==> src/rtl/fib_result_bcd.sv <==
// Iterative double-dabble binary-to-BCD converter for the Fibonacci result.
// One bit per clock, valid/ready on both sides, one conversion in flight.
module fib_result_bcd #(
   parameter int WIDTH  = 16,
   parameter int DIGITS = 5,
   parameter int NDW    = 3
) (
   input  logic                  clk,
   input  logic                  rst,
   input  logic                  in_valid,
   output logic                  in_ready,
   input  logic [WIDTH-1:0]      bin,
   output logic                  out_valid,
   input  logic                  out_ready,
   output logic [4*DIGITS-1:0]   bcd,
   output logic [NDW-1:0]        ndigits
);

   localparam int CW = $clog2(WIDTH + 1);

   typedef enum logic [1:0] {
      IDLE,
      SHIFT,
      DONE
   } state_t;

   state_t              state;
   state_t              state_nxt;
   logic [WIDTH-1:0]    bin_q;
   logic [WIDTH-1:0]    bin_sh;
   logic [4*DIGITS-1:0] acc_q;
   logic [4*DIGITS-1:0] acc_adj;
   logic [4*DIGITS-1:0] acc_sh;
   logic [CW-1:0]       cnt_q;
   logic [NDW-1:0]      nd_calc;
   logic                last_shift;

   assign last_shift = (state == SHIFT) && (cnt_q == CW'(1));

   // Per-nibble +3 correction, then one shift of the combined register
   always_comb begin
      acc_adj = acc_q;
      for (int i = 0; i < DIGITS; i++) begin
         if (acc_q[4*i +: 4] >= 4'd5)
            acc_adj[4*i +: 4] = acc_q[4*i +: 4] + 4'd3;
      end
      {acc_sh, bin_sh} = {acc_adj, bin_q} << 1;
   end

   always_comb begin
      nd_calc = NDW'(1);
      for (int i = 0; i < DIGITS; i++) begin
         if (acc_sh[4*i +: 4] != 4'd0)
            nd_calc = NDW'(i + 1);
      end
   end

   always_comb begin
      state_nxt = state;
      in_ready  = 1'b0;
      out_valid = 1'b0;
      case (state)
         IDLE: begin
            in_ready = ~rst;
            if (in_valid)
               state_nxt = SHIFT;
         end
         SHIFT: begin
            if (cnt_q == CW'(1))
               state_nxt = DONE;
         end
         DONE: begin
            out_valid = 1'b1;
            if (out_ready)
               state_nxt = IDLE;
         end
         default: state_nxt = IDLE;
      endcase
   end

   always_ff @(posedge clk) begin
      if (rst) begin
         state   <= IDLE;
         bin_q   <= '0;
         acc_q   <= '0;
         cnt_q   <= '0;
         bcd     <= '0;
         ndigits <= NDW'(1);
      end else begin
         state <= state_nxt;
         if (state == IDLE && in_valid) begin
            bin_q <= bin;
            acc_q <= '0;
            cnt_q <= CW'(WIDTH);
         end
         if (state == SHIFT) begin
            bin_q <= bin_sh;
            acc_q <= acc_sh;
            cnt_q <= cnt_q - CW'(1);
         end
         // Output register only ever sees the finished conversion
         if (last_shift) begin
            bcd     <= acc_sh;
            ndigits <= nd_calc;
         end
      end
   end

endmodule

==> config.mk <==
export PLATFORM = sky130hd
export DESIGN_NAME = fib_result_bcd
export DESIGN_NICKNAME = d
export VERILOG_FILES = /design/src/rtl/fib_result_bcd.sv
export SDC_FILE = /design/constraint.sdc
export NUM_CORES = 1
export LEC_CHECK = 0
export BUFFER_PORTS_ARGS = -buffer_cell sky130_fd_sc_hd__buf_2
export CORE_UTILIZATION = 56
export DETAILED_ROUTE_END_ITERATION = 8
export MAX_ROUTING_LAYER = met4
export PLACE_DENSITY = 0.79
export SETUP_SLACK_MARGIN = 0.2
export SLEW_MARGIN = 5
export SYNTH_ARGS = -nofsm -noshare
export SYNTH_HDL_FRONTEND = slang
export SYNTH_SLANG_ARGS = --single-unit
==> constraint.sdc <==
create_clock -name clk -period 5.4 [get_ports clk]
set_input_delay 0.27 -clock clk [delete_from_list [all_inputs] [get_ports clk]]
set_output_delay 0.27 -clock clk [all_outputs]
set_load 0.02 [all_outputs]
==> out/metrics.cfg <==
[clock_network]
post_cts_buffers = 0
cts_root_buffer = clkbuf_8
cts_tree = yes
htree_levels = 3
worstSkewPairLatency_ps = 340
clk_path_buf_depth = 2
clkSinkCount = 66
numCtsBuffers = 9
clkTransAtPathRegs_ps = 70
cts_resized = 0
ctsHoldBuffers = 0

[sta]
max_freq_ghz = 0.424
period_needed_ps = 2360
relSlewSlack_pct = 31.6
rsz0062_at_grt = false
worstMarginPinSlew_ps = 1020
holdWs_ps = 198
setup-violations-final = 0
clock-skew-final_ps = 8.62
fin_setup_tns_ps = 0
hold_violations = 0
maxSlewViolCount = 0
final.period_utilization_pct = 43.7
worst_slack_ps = 3040

[floorplanning]
num_rows = 26
die_w_um = 75.7
dieHeight_um = 75.7
io_pins = 45
fp.dieArea_um2 = 5740
start_util_pct = 58.9
core_area_um2 = 5170

[critical_path]
endpoint = ndigits[1]
startpoint_type = register
ff2ff_setup_slack_ps = 3040
path_class = register to register
r2r_cells = 7
startpoint = cnt_q[0]
cp.arrival_ps = 2630
reg2reg_from = cnt_q[0]
cp_max_fo = 29
cp_data_required_time_ps = 5670
cp-end-kind = register
r2r-end = ndigits[1]

[min_path]
worstHoldPathType = primary input to register
min_from = bin[5]

[logic_synthesis]
syn_avg_cell_area_um2 = 8.14
syn_inst = 374
yosysTopAreaCell = dfxtp_1
netlist.area_leader.share_pct = 43.4
ys_seq_area_share_pct = 43.4
ys_seq_elements = 66
synthTopCellsByArea = dfxtp_1 (43%), a21oi_1 (8.5%), nand2_1 (6.9%)
yosysUniqueCellTypes = 37
ys_warn_count = 0
syn-num-nets = 406
synth.cell_area_um2 = 3050

[power_and_ir_drop]
vdd_ir_drop_max_v = 0.000190
power_density_nw_per_um2 = 297
leakagePower_nw = 1.35

[global_route]
overflow = 0
grt_use_total_pct = 25.2
antenna_found_initial = 0
grt_pass1_vias = 2326
grt_max_degree = 68
grt_pass1_wl_um = 10400

[placed_design]
gp_congestion = 0.809
dp_slack_ps = 3060
dp_hpwl_um = 4130
placedCellCount = 467
io_buffers = 44

[finish]
nets = 440
antenna-diode-count = 0
final_cells = 483
final_common_cell = dfxtp_1
drive_above_1_share_pct = 16.5
final_core_utilization_pct = 67.0
final_cell_mix = dfxtp_1 (66), nand2_1 (56), a21oi_1 (52)
areaGrowthSynthToFinish_pct = 13.8

[drt]
first_pass_iters = 5
ant_nets = 0
via_per_inst = 5.57
wl_per_cell_um = 13.1
drc = 0
wl_um = 6340
drt_iter0_drc = 183
num_vias = 2690

[flow_run]
cap_viol_max_count = 0

[status]
outcome = complete, no violations

==> kinds of logic (layout without fill, tap and decap cells) <==
family / after synthesis / in the layout / synth area share [%]
flip-flops: 66 / 66 / 43.4
adder cells (fa/ha/maj): 12 / 12 / 4.93
buffers and inverters: 35 / 74 / 5.09
XOR/XNOR: 5 / 5 / 1.44
AO/OA/AOI/OAI: 105 / 105 / 20.9
multiplexers: 8 / 8 / 2.63
AND/OR/NAND/NOR: 143 / 143 / 21.6
==> cells in the mapped netlist (all sizes together) <==
library cell / n
dfxtp: 66
nand2: 56
nor4b: 2
a211oi: 8
a2111oi: 1
a22oi: 19
mux2i: 8
inv: 12
a21oi: 54
and3: 2
o21bai: 1
and2: 4
nand3: 15
a31oi: 7
o2111ai: 1
o2111a: 1
or4: 1
nand2b: 6
nor2b: 4
o21a: 1
nor3b: 7
o211ai: 2
nor3: 10
buf: 8
ha: 12
o21ai: 9
xnor2: 5
clkbuf: 15
nor2: 36
a311oi: 1
==> layout make-up <==
| cell class | instances | area, um^2 |
|---|---|---|
| clock buffer | 11 | 151 |
| clock inverter | 5 | 52.6 |
| fill | 439 | 1710 |
| inverter | 12 | 45.0 |
| multi-input combinational | 273 | 1570 |
| sequential | 66 | 1320 |
| tap | 70 | 87.6 |
| timing repair buffer | 46 | 235 |
==> per-stage QoR <==
| stage | instance area, um^2 | total power [mW] |
|---|---|---|
| 5_1_grt | 3460 | 1.07 |
| 4_1_cts | 3460 | 1.04 |
| 3_3_place_gp | 3260 | 0.615 |
| 2_1_floorplan | 3050 | 0.595 |
| 6_report | 3460 | 1.03 |
| 3_5_place_dp | 3260 | 0.618 |
==> worst min-delay path by stage <==
stage | to | slack (ps) | cells after the start
floorplan | bin_q[10] | 440 | 2
global placement | bcd[6] | 440 | 2
detailed placement | bcd[18] | 440 | 2
CTS | bin_q[12] | 190 | 3
global route | bin_q[12] | 200 | 3
finish | bin_q[5] | 200 | 3
==> critical path: stages (launching register included) <==
cell,delay [ps]
dfxtp_1,390
ha_1,160
nor4b_2,260
and2_1,810
and2_1,250
and2_2,170
o2111ai_1,90
a21oi_1,150
==> power by group <==
part	internal, mW	switching [mW]
Clock	0.236	0.186
Sequential	0.503	0.0115
Combinational	0.0308	0.0615
==> flip-flops by register name, indices dropped and copies added, names as in the netlist <==
| name | count |
|---|---|
| cnt_q | 5 |
| bin_q | 16 |
| ndigits | 3 |
| bcd | 20 |
| acc_q | 20 |
| state | 2 |
==> metal layers <==
metal / vias to the layer above / part of all wire [%] / global-route usage [%]
met5: - / 0 / -
met4: 0 / 2.4 / 12.8
met3: 15 / 4.2 / 5.82
met2: 68 / 47 / 41.3
met1: 1227 / 46 / 28.8
li1: 1380 / - / -
No activity file was read; power rests on OpenSTA's default activity.
